## config.mk

```make
export PLATFORM = sky130hd
export DESIGN_NAME = risci_scoreboard
export DESIGN_NICKNAME = d
export VERILOG_FILES = /design/src/rtl/risci_pkg.sv /design/src/rtl/risci_scoreboard_entry.sv /design/src/rtl/risci_scoreboard.sv
export SDC_FILE = /design/constraint.sdc
export NUM_CORES = 1
export LEC_CHECK = 0
export CELL_PAD_IN_SITES_DETAIL_PLACEMENT = 1
export CELL_PAD_IN_SITES_GLOBAL_PLACEMENT = 2
export CORE_UTILIZATION = 36
export DETAILED_ROUTE_END_ITERATION = 16
export PLACE_DENSITY = 0.86
export SLEW_MARGIN = 25
export SYNTH_ARGS = -nofsm -noshare
export SYNTH_HDL_FRONTEND = slang
export SYNTH_HIERARCHICAL = 1
export SYNTH_SLANG_ARGS = --single-unit
export TNS_END_PERCENT = 1
```

## constraint.sdc

```tcl
create_clock -name clk -period 5.12 [get_ports clk]
set_clock_uncertainty 0.05 [all_clocks]
set_input_delay 0.768 -clock clk [delete_from_list [all_inputs] [get_ports clk]]
set_output_delay 0.768 -clock clk [all_outputs]
set_load 0.01 [all_outputs]
```

## src/rtl/risci_pkg.sv

```systemverilog
`default_nettype none
// +----------------------------------------------------------------------------+
// | risci_pkg                                                                  |
// | Shared register-file constants and types for the risci pipeline.          |
// | Rev 1.0                                                                    |
// +----------------------------------------------------------------------------+
package risci_pkg;

    localparam int c_XN   = 64;
    localparam int c_XWDT = 6;

    typedef logic [c_XWDT-1:0] reg_idx_t;
    typedef logic [c_XN-1:0]   reg_mask_t;

    // Bits needed to hold a count in 0..n inclusive.
    function automatic int cnt_width(input int n);
        return (n < 1) ? 1 : $clog2(n + 1);
    endfunction

endpackage
`default_nettype wire

```

## src/rtl/risci_scoreboard_entry.sv

```systemverilog
`default_nettype none
// +----------------------------------------------------------------------------+
// | risci_scoreboard_entry                                                     |
// | Per-register saturating up/down count of outstanding writes.              |
// | Rev 1.0                                                                    |
// +----------------------------------------------------------------------------+
module risci_scoreboard_entry
    import risci_pkg::*;
#(
    parameter int CNTW = 2,
    parameter int DECW = 2
) (
    input  logic            clk,
    input  logic            rst,
    input  logic            flush,
    input  logic            inc,
    input  logic [DECW-1:0] dec,
    output logic [CNTW-1:0] count,
    output logic            underflow,
    output logic            overflow
);

    localparam int c_EW = ((CNTW + 1) > DECW) ? (CNTW + 1) : DECW;
    localparam logic [c_EW-1:0] c_MAX = c_EW'((1 << CNTW) - 1);

    logic [CNTW-1:0] r_count;
    logic [CNTW-1:0] w_next;
    logic [c_EW-1:0] w_up;
    logic [c_EW-1:0] w_dec;
    logic [c_EW-1:0] w_res;

    // Net the increment against all clears at extended width before clamping.
    always_comb begin
        w_up      = c_EW'(r_count) + c_EW'(inc);
        w_dec     = c_EW'(dec);
        w_res     = '0;
        w_next    = r_count;
        underflow = 1'b0;
        overflow  = 1'b0;
        if (flush) begin
            w_next = '0;
        end else if (w_dec > w_up) begin
            underflow = 1'b1;
            w_next    = '0;
        end else begin
            w_res = w_up - w_dec;
            if (w_res > c_MAX) begin
                overflow = 1'b1;
                w_next   = c_MAX[CNTW-1:0];
            end else begin
                w_next = w_res[CNTW-1:0];
            end
        end
    end

    always_ff @(posedge clk) begin
        if (rst) begin
            r_count <= '0;
        end else begin
            r_count <= w_next;
        end
    end

    assign count = r_count;

endmodule
`default_nettype wire

```

## src/rtl/risci_scoreboard.sv

```systemverilog
`default_nettype none
// +----------------------------------------------------------------------------+
// | risci_scoreboard                                                           |
// | Counting register-lock scoreboard: multi-source stall verdict, multi-port  |
// | writeback clear. Define RISCI_SCOREBOARD_FWD_EN to let same-cycle clears   |
// | release waiting sources combinationally.                                   |
// | Rev 1.0                                                                    |
// +----------------------------------------------------------------------------+
module risci_scoreboard
    import risci_pkg::*;
#(
    parameter int XN   = c_XN,
    parameter int XWDT = c_XWDT,
    parameter int NRD  = 3,
    parameter int NWB  = 2,
    parameter int CNTW = 2
) (
    input  logic                clk,
    input  logic                rst,
    input  logic                flush,
    input  logic                issue_valid,
    input  logic [NRD*XWDT-1:0] issue_rs,
    input  logic [NRD-1:0]      issue_rs_en,
    input  logic [XWDT-1:0]     issue_rd,
    input  logic                issue_rd_en,
    output logic                stall,
    output logic                issue_fire,
    input  logic [NWB-1:0]      clr_valid,
    input  logic [NWB*XWDT-1:0] clr_rd,
    output logic [XN-1:0]       busy,
    output logic                err_underflow,
    output logic                err_overflow
);

    localparam int c_DECW = cnt_width(NWB);
    localparam int c_EW   = (CNTW > c_DECW) ? CNTW : c_DECW;
    localparam logic [CNTW-1:0] c_CNT_MAX = CNTW'((1 << CNTW) - 1);

    logic [CNTW-1:0]   w_count [XN];
    logic [CNTW-1:0]   w_eff   [XN];
    logic [c_DECW-1:0] w_dec   [XN];
    logic [XN-1:0]     w_set;
    logic [XN-1:0]     w_uf;
    logic [XN-1:0]     w_of;
    logic              w_src_haz;
    logic              w_dst_haz;
    logic              w_stall;
    logic              w_fire;
    logic              r_err_uf;
    logic              r_err_of;

    // Number of writeback ports releasing each register this cycle.
    always_comb begin
        for (int r = 0; r < XN; r++) begin
            w_dec[r] = '0;
        end
        for (int r = 1; r < XN; r++) begin
            for (int k = 0; k < NWB; k++) begin
                if (clr_valid[k] && (clr_rd[k*XWDT +: XWDT] == XWDT'(r))) begin
                    w_dec[r] = w_dec[r] + c_DECW'(1);
                end
            end
        end
    end

    always_comb begin
        for (int r = 0; r < XN; r++) begin
`ifdef RISCI_SCOREBOARD_FWD_EN
            if (c_EW'(w_dec[r]) >= c_EW'(w_count[r])) begin
                w_eff[r] = '0;
            end else begin
                w_eff[r] = CNTW'(c_EW'(w_count[r]) - c_EW'(w_dec[r]));
            end
`else
            w_eff[r] = w_count[r];
`endif
        end
    end

    always_comb begin
        w_src_haz = 1'b0;
        for (int i = 0; i < NRD; i++) begin
            if (issue_rs_en[i] && (issue_rs[i*XWDT +: XWDT] != '0) &&
                (w_eff[issue_rs[i*XWDT +: XWDT]] != '0)) begin
                w_src_haz = 1'b1;
            end
        end
        // Saturated destination back-pressures rather than overflowing.
        w_dst_haz = issue_rd_en && (issue_rd != '0) && (w_eff[issue_rd] == c_CNT_MAX);
        w_stall   = issue_valid && (flush || w_src_haz || w_dst_haz);
        w_fire    = issue_valid && !w_stall;
    end

    always_comb begin
        w_set = '0;
        for (int r = 1; r < XN; r++) begin
            w_set[r] = w_fire && issue_rd_en && (issue_rd == XWDT'(r));
        end
    end

    generate
        for (genvar r = 0; r < XN; r++) begin : g_entry
            if (r == 0) begin : g_zero
                assign w_count[r] = '0;
                assign w_uf[r]    = 1'b0;
                assign w_of[r]    = 1'b0;
            end else begin : g_cnt
                risci_scoreboard_entry #(
                    .CNTW (CNTW),
                    .DECW (c_DECW)
                ) u_entry (
                    .clk       (clk),
                    .rst       (rst),
                    .flush     (flush),
                    .inc       (w_set[r]),
                    .dec       (w_dec[r]),
                    .count     (w_count[r]),
                    .underflow (w_uf[r]),
                    .overflow  (w_of[r])
                );
            end
            assign busy[r] = (w_count[r] != '0);
        end
    endgenerate

    always_ff @(posedge clk) begin
        if (rst) begin
            r_err_uf <= 1'b0;
            r_err_of <= 1'b0;
        end else begin
            if (|w_uf) begin
                r_err_uf <= 1'b1;
            end
            if (|w_of) begin
                r_err_of <= 1'b1;
            end
        end
    end

    assign stall         = w_stall;
    assign issue_fire    = w_fire;
    assign err_underflow = r_err_uf;
    assign err_overflow  = r_err_of;

endmodule
`default_nettype wire

```

### Word level (Yosys, flattened, before mapping)

Index checks and enable logic that the tools add are counted.
W data, S select, Z words.

| operators by class | value |
|---|---|
| $add $sub $neg | 189 |
| $lt $le $gt $ge | 130 |
| eq/ne operators | 190 |
| mux-type cells | 519 |
| bitwise logic cells | 4 |
| reductions and logical operators | 338 |

Operators with widths:

| cell | number |
|---|---|
| $eq A6 B6 Y1 const B | 96 |
| $mux W1 | 381 |
| $eq A6 B5 Y1 const B | 48 |
| $mux W2 | 134 |
| $logic_and A1 B1 Y1 | 200 |
| $add A2 B1 Y3 | 63 |
| $gt A2 B3 Y1 | 63 |
| $gt A3 B2 Y1 const B | 63 |
| $reduce_or A3 Y1 | 63 |
| $sub A3 B2 Y3 | 63 |
| $eq A6 B4 Y1 const B | 24 |
| $reduce_bool A2 Y1 | 66 |
| $add A2 B1 Y2 const B | 63 |
| $reduce_or A63 Y1 | 2 |
| $eq A6 B3 Y1 const B | 12 |
| $bmux W2 S6 | 4 |
| $eq A6 B2 Y1 const B | 6 |
| $ge A7 B7 Y1 const B | 4 |
| $not A6 Y7 | 4 |
| $reduce_bool A6 Y1 | 4 |
| $eq A6 B1 Y1 const B | 3 |
| $eq A2 B2 Y1 const B | 1 |
| $logic_or A1 B1 Y1 | 2 |
| $logic_not A1 Y1 | 1 |

| word-level totals | value |
|---|---|
| bits in registers | 128 |
| input port bits | 46 |
| output and inout bits | 68 |
| word-level logic and storage cells | 1435 |

### Logic depth before layout (Yosys ltp)

| logic depth | value |
|---|---|
| word-level depth | 23 |
| mapped depth | 22 |

### Cells and area by module

The synthesis kept the hierarchy.

By module, submodules not included:

| module | instances | cells each | area each (µm²) | sequential area each (µm²) |
|---|---|---|---|---|
| risci_scoreboard_entry at g_entry[10].g_cnt.u_entry ... | 62 | 20 | 202.7 | 40.0 |
| risci_scoreboard | 1 | 911 | 6814.0 | 40.0 |
| risci_scoreboard_entry at g_entry[5].g_cnt.u_entry | 1 | 20 | 210.2 | 40.0 |

### Worst setup path after synthesis

Ideal clock, no wire load.

| timing path | value |
|---|---|
| path type | input -> register |
| from | in issue_rs[8] |
| to | reg r_err_of (netlist: err_overflow) |
| setup time | 121 ps |
| data arrival time | 4724 ps |
| data required time | 4949 ps |
| path slack | 225 ps |
| cell stages on the path | 18 |
| path buffers | 3 |
| cell sequence | clkbuf_1 clkbuf_1 mux4_2 mux4_2 a31oi_1 a22o_1 clkbuf_1 nor4_1 ha_1 ha_1 inv_1 fa_1 nor3b_1 a21o_1 nor4_1 nand4_1 nor4_1 nor2_1 |

| between the ends | value |
|---|---|
| word-level cells in the longest chain between the ends | 22 |
| elaborated cells between the ends (all ways) | 521 |
| those cells by class | add/sub: 126; order compare: 126; mux: 194; bitwise: 1; reduce/logical: 74 |

RTL lines:

| element | line | RTL |
|---|---|---|
| start, declared | risci_scoreboard.sv:22 | `input logic [NRD*XWDT-1:0] issue_rs,` |
| $not A6 Y7 (not written as such) | risci_scoreboard.sv:84 | `(w_eff[issue_rs[i*XWDT +: XWDT]] != '0)) begin` |
| $bmux W2 S6 | risci_scoreboard.sv:84 |  |
| $mux W2 (not written as such) (2 in a row) | risci_scoreboard.sv:84 |  |
| $reduce_bool A2 Y1 | risci_scoreboard.sv:84 |  |
| $logic_and A1 B1 Y1 * | risci_scoreboard.sv:83 | `if (issue_rs_en[i] && (issue_rs[i*XWDT +: XWDT] != '0) &&` |
| $mux W1 * (2 in a row) | risci_scoreboard.sv:83 |  |
| $logic_or A1 B1 Y1 * (2 in a row) | risci_scoreboard.sv:90 | `w_stall = issue_valid && (flush \|\| w_src_haz \|\| w_dst_haz);` |
| $logic_and A1 B1 Y1 * | risci_scoreboard.sv:90 |  |
| [... 4 more ...] | n/a |  |
| via w_set[2] | risci_scoreboard.sv:42 | `logic [XN-1:0] w_set;` |
| $add A2 B1 Y3 * | risci_scoreboard_entry.sv:34 | `w_up = c_EW'(r_count) + c_EW'(inc);` |
| $sub A3 B2 Y3 | risci_scoreboard_entry.sv:46 | `w_res = w_up - w_dec;` |
| $gt A3 B2 Y1 | risci_scoreboard_entry.sv:47 | `if (w_res > c_MAX) begin` |
| $mux W1 | risci_scoreboard_entry.sv:47 |  |
| $mux W1 * | risci_scoreboard_entry.sv:42 | `end else if (w_dec > w_up) begin` |
| $mux W1 * | risci_scoreboard_entry.sv:40 | `if (flush) begin` |
| via w_of[2] | risci_scoreboard.sv:44 | `logic [XN-1:0] w_of;` |
| $reduce_or A63 Y1 * | risci_scoreboard.sv:134 | `if (\|w_of) begin` |
| end signal, assigned | risci_scoreboard.sv:129 | `r_err_of <= 1'b0;` |
| end signal, assigned | risci_scoreboard.sv:135 | `r_err_of <= 1'b1;` |
| end, declared | risci_scoreboard.sv:50 | `logic r_err_of;` |

The timed path passes the listed nets; every way through them passes the cells marked *. The select of a mux whose other input is x is not followed.
A chain may end at the register's enable or synchronous reset.

### Worst setup path after layout

| timing path | value |
|---|---|
| from | in issue_rs[7] |
| to | reg r_err_uf (netlist: err_underflow) |

| between the ends | value |
|---|---|
| word-level cells in the longest chain between the ends | 20 |
| elaborated cells between the ends (all ways) | 332 |
| those cells by class | add/sub: 63; order compare: 63; mux: 131; bitwise: 1; reduce/logical: 74 |

RTL lines:

| element | line | RTL |
|---|---|---|
| $not A6 Y7 (not written as such) | risci_scoreboard.sv:84 |  |
| $bmux W2 S6 | risci_scoreboard.sv:84 |  |
| $mux W2 (not written as such) (2 in a row) | risci_scoreboard.sv:84 |  |
| $reduce_bool A2 Y1 | risci_scoreboard.sv:84 |  |
| $logic_and A1 B1 Y1 * | risci_scoreboard.sv:83 |  |
| $mux W1 * (2 in a row) | risci_scoreboard.sv:83 |  |
| $logic_or A1 B1 Y1 * (2 in a row) | risci_scoreboard.sv:90 |  |
| $logic_and A1 B1 Y1 * | risci_scoreboard.sv:90 |  |
| [... 2 more ...] | n/a |  |
| $logic_and A1 B1 Y1 * (2 in a row) | risci_scoreboard.sv:97 | `w_set[r] = w_fire && issue_rd_en && (issue_rd == XWDT'(r));` |
| via w_set[46] | risci_scoreboard.sv:42 |  |
| $add A2 B1 Y3 * | risci_scoreboard_entry.sv:34 |  |
| $gt A2 B3 Y1 * | risci_scoreboard_entry.sv:42 |  |
| $mux W1 * | risci_scoreboard_entry.sv:42 |  |
| $mux W1 * | risci_scoreboard_entry.sv:40 |  |
| via w_uf[46] | risci_scoreboard.sv:43 | `logic [XN-1:0] w_uf;` |
| $reduce_or A63 Y1 * | risci_scoreboard.sv:131 | `if (\|w_uf) begin` |
| end signal, assigned | risci_scoreboard.sv:128 | `r_err_uf <= 1'b0;` |
| end signal, assigned | risci_scoreboard.sv:132 | `r_err_uf <= 1'b1;` |
| end, declared | risci_scoreboard.sv:49 | `logic r_err_uf;` |

Marked as above.

==> results.json <==
{
  "multiInputGateArea_mm2": 0.01663,
  "maxCapViolations": 0,
  "fill_cells": 6046,
  "drc": 0,
  "synthCells": 2171,
  "final_cell_area_mm2": 0.02938,
  "fin_cells": 3695,
  "gr-usage-all-layers": 0.3684,
  "slew_headroom": 0.3026,
  "dieArea_mm2": 0.05536,
  "ys_seq_elements": 128,
  "switchingPower_w": 0.001258,
  "clock_latency_ps": 520,
  "final_util": 0.5460,
  "cts_buffer_depth": 2,
  "drtIter0Drc": 2040,
  "synth_fp_nets": 2595,
  "grt_pass1_wl_um": 151900,
  "drive_above_1_share": 0.3625,
  "cts_buffers": 17,
  "post-place-ws_ps": -1499,
  "setup_slack_ps": -341.6,
  "nets": 3405,
  "finalSetupViolCount": 2,
  "worstPathArrival_ps": 5800,
  "dp_cells": 3587,
  "power.leakage_nw": 12.72,
  "clockPowerShare": 0.390,
  "async_reset_ff_frac": 0,
  "yosys-top-cells-count": "inv_1, ha_1, nor2_1",
  "row_count": 85,
  "htreeDepth": 4,
  "min_path_cells": 5,
  "rsz0062_at_grt": "yes",
  "dp_hpwl_um": 76570,
  "io_buffers": 112,
  "via_count": 22800,
  "coreArea_mm2": 0.05381,
  "worst-r2r-cell-count": 21,
  "comb_power_share": 0.330,
  "worstPathMaxFanout": 9,
  "finalCritPeriodShare": 1.067,
  "cts_root_buf": "clkbuf_16",
  "wl_per_cell_um": 28.05,
  "syn_area_mm2": 0.01959,
  "start_util": 0.3641,
  "clk_pin_slew_ps": 70,
  "netlist.area_leader.share": 0.1609,
  "antenna_found_initial": 3,
  "period_needed_ps": 5462,
  "first_pass_iters": 5,
  "grt_max_degree": 171,
  "syn2layout_area_growth_pct": 49.97,
  "fmax_mhz": 183.1,
  "crit_required_ps": 5460,
  "drv_slew": 0,
  "tightest_slew_ps": 1046,
  "status": "finished, violations left",
  "vdd_ir_drop_max_v": 0.0003212,
  "drt-total-wl_um": 103600,
  "failed_checks": "setup timing",
  "crit_type": "in -> reg",
  "dpl_cell_area_mm2": 0.02658,
  "cts_hold_buf": 0,
  "overflow": 0,
  "yosysWarnings": 6,
  "regArea_mm2": 0.002565,
  "antenna_left": 0,
  "cts.sinks": 128,
  "grt_pass1_vias": 24560,
  "synthDistinctLibCells": 64,
  "finalSetupTns_ps": -673.0,
  "pwr_density_cell_mw_per_mm2": 124.8,
  "intPower_w": 0.002410,
  "avgSynthCellArea_um2": 9.024,
  "cts_tree": "yes",
  "p_seq_frac": 0.280,
  "io_pins": 114,
  "synth_edf_count": 0,
  "die_w_um": 235.3,
  "startpoint_type": "input port",
  "via_per_inst": 6.170,
  "end_kind": "register",
  "ys.flop_type": "dfxtp_1",
  "p_sw_frac": 0.3430,
  "place_congestion": 1.001,
  "die_h_um": 235.3,
  "netlist_top_cells_area": "ha_1, dfxtp_1, fa_1, mux4_2, inv_1",
  "hold_violations": 0,
  "synth_top_area_cell": "ha_1",
  "hold_class": "reg -> reg",
  "yosysSeqAreaShare": 0.1308,
  "yosysMostFrequentCell": "inv_1"
}
==> flip-flops by register name, indices dropped and copies added (netlist names) <==
name / cells
err_underflow: 1
g_entry.g_cnt.u_entry/count: 126
err_overflow: 1
==> critical path, stage by stage <==
cell	delay, ps
dlygate4sd2_1	360
buf_4	250
nor3b_1	230
o21ai_0	230
o2111a_1	260
nor4_4	240
a211oi_4	140
a22o_4	280
buf_12	140
buf_12	130
buf_4	140
nor4_4	270
buf_4	190
ha_4	130
inv_1	50
fa_1	460
o31a_1	280
nor2b_1	140
nor4_1	340
buf_4	180
nand4_1	100
buf_6	170
nor4_4	250
nor2_1	60
==> final cells by class <==
class,instances,share of cell area
Clock buffer,21,0.01635
Timing Repair Buffer,863,0.2554
Multi-Input combinational cell,1662,0.5659
Sequential cell,128,0.08730
Tap cell,696,0.02964
Inverter,309,0.03956
Antenna cell,6,0.0005110
Clock inverter,10,0.005366
==> final timing paths <==
check	startpoint	to	slack, ps
max reg2reg	g_entry[40].g_cnt.u_entry/count[1]	err_underflow	-290
min reg2reg	err_overflow	err_overflow	800
max	issue_rs[7]	err_underflow	-340
min	err_overflow	err_overflow	800
==> cell families (layout without fill, tap and decap cells) <==
logic type	after synthesis	after routing	synth area share
muxes	107	107	0.09931
DFF	128	128	0.1308
adders and majority gates	378	378	0.2897
and+or+nand+nor	719	719	0.2182
AOI/OAI and AO/OA	392	394	0.1533
xor gates and xnor gates	63	63	0.02816
buffers and inverters	383	1203	0.08028
other	1	7	0.0001914
==> cells in the final DEF (no fill, tap or decap), types with 25 or more instances in the layout <==
| cell type | n |
|---|---|
| nor4_2 | 40 |
| buf_12 | 35 |
| o31a_1 | 64 |
| nor4b_1 | 65 |
| buf_6 | 27 |
| fa_2 | 25 |
| buf_4 | 678 |
| clkdlybuf4s50_1 | 94 |
| nor4_4 | 47 |
| nor3_1 | 27 |
| a21oi_1 | 25 |
| inv_1 | 301 |
| ha_1 | 225 |
| nor2_1 | 193 |
| o21ai_0 | 67 |
| dfxtp_1 | 126 |
| nor2b_1 | 74 |
| fa_1 | 101 |
| nor3b_1 | 63 |
| mux2i_1 | 29 |
| nand2_1 | 93 |
| mux4_2 | 69 |
| a21o_1 | 63 |
| a2111oi_0 | 124 |
| xnor2_1 | 63 |
==> per-stage QoR <==
step | hold slack [ps] | total power (W)
final | 798.6 | 0.003668
after global routing | 802.2 | 0.003740
after CTS | 783.3 | 0.003588
after detailed placement | 767.5 | 0.001952
after global placement | 770.7 | 0.001926
after floorplan | 579.2 | 0.001412
==> metal layers <==
metal / vias up / GRT usage / part of all wire / routed length [µm]
met5: - / 0 / 0.00013 / 13
met4: 2 / 0.3068 / 0.098 / 10160
met3: 533 / 0.09228 / 0.091 / 9441
met2: 1295 / 0.5826 / 0.45 / 46230
met1: 11330 / 0.4207 / 0.36 / 37790
li1: 9641 / - / - / -
==> timing repair <==
action,in CTS,in global routing
setup buffers,53,11
setup endpoints to repair,19,9
pin swaps,98,74
gates resized for setup,209,82
gates cloned,10,1
endpoints found under the hold margin,0,0
==> power by group through the flow <==
stage	combinational (W)	clock (W)	sequential [W]
2_1_floorplan	0.000369	0	0.00104
3_3_place_gp	0.000880	0	0.00105
3_5_place_dp	0.000904	0	0.00105
4_1_cts	0.00111	0.00145	0.00103
5_1_grt	0.00124	0.00148	0.00103
6_report	0.00121	0.00143	0.00103
No activity file was read; power rests on OpenSTA's default activity.
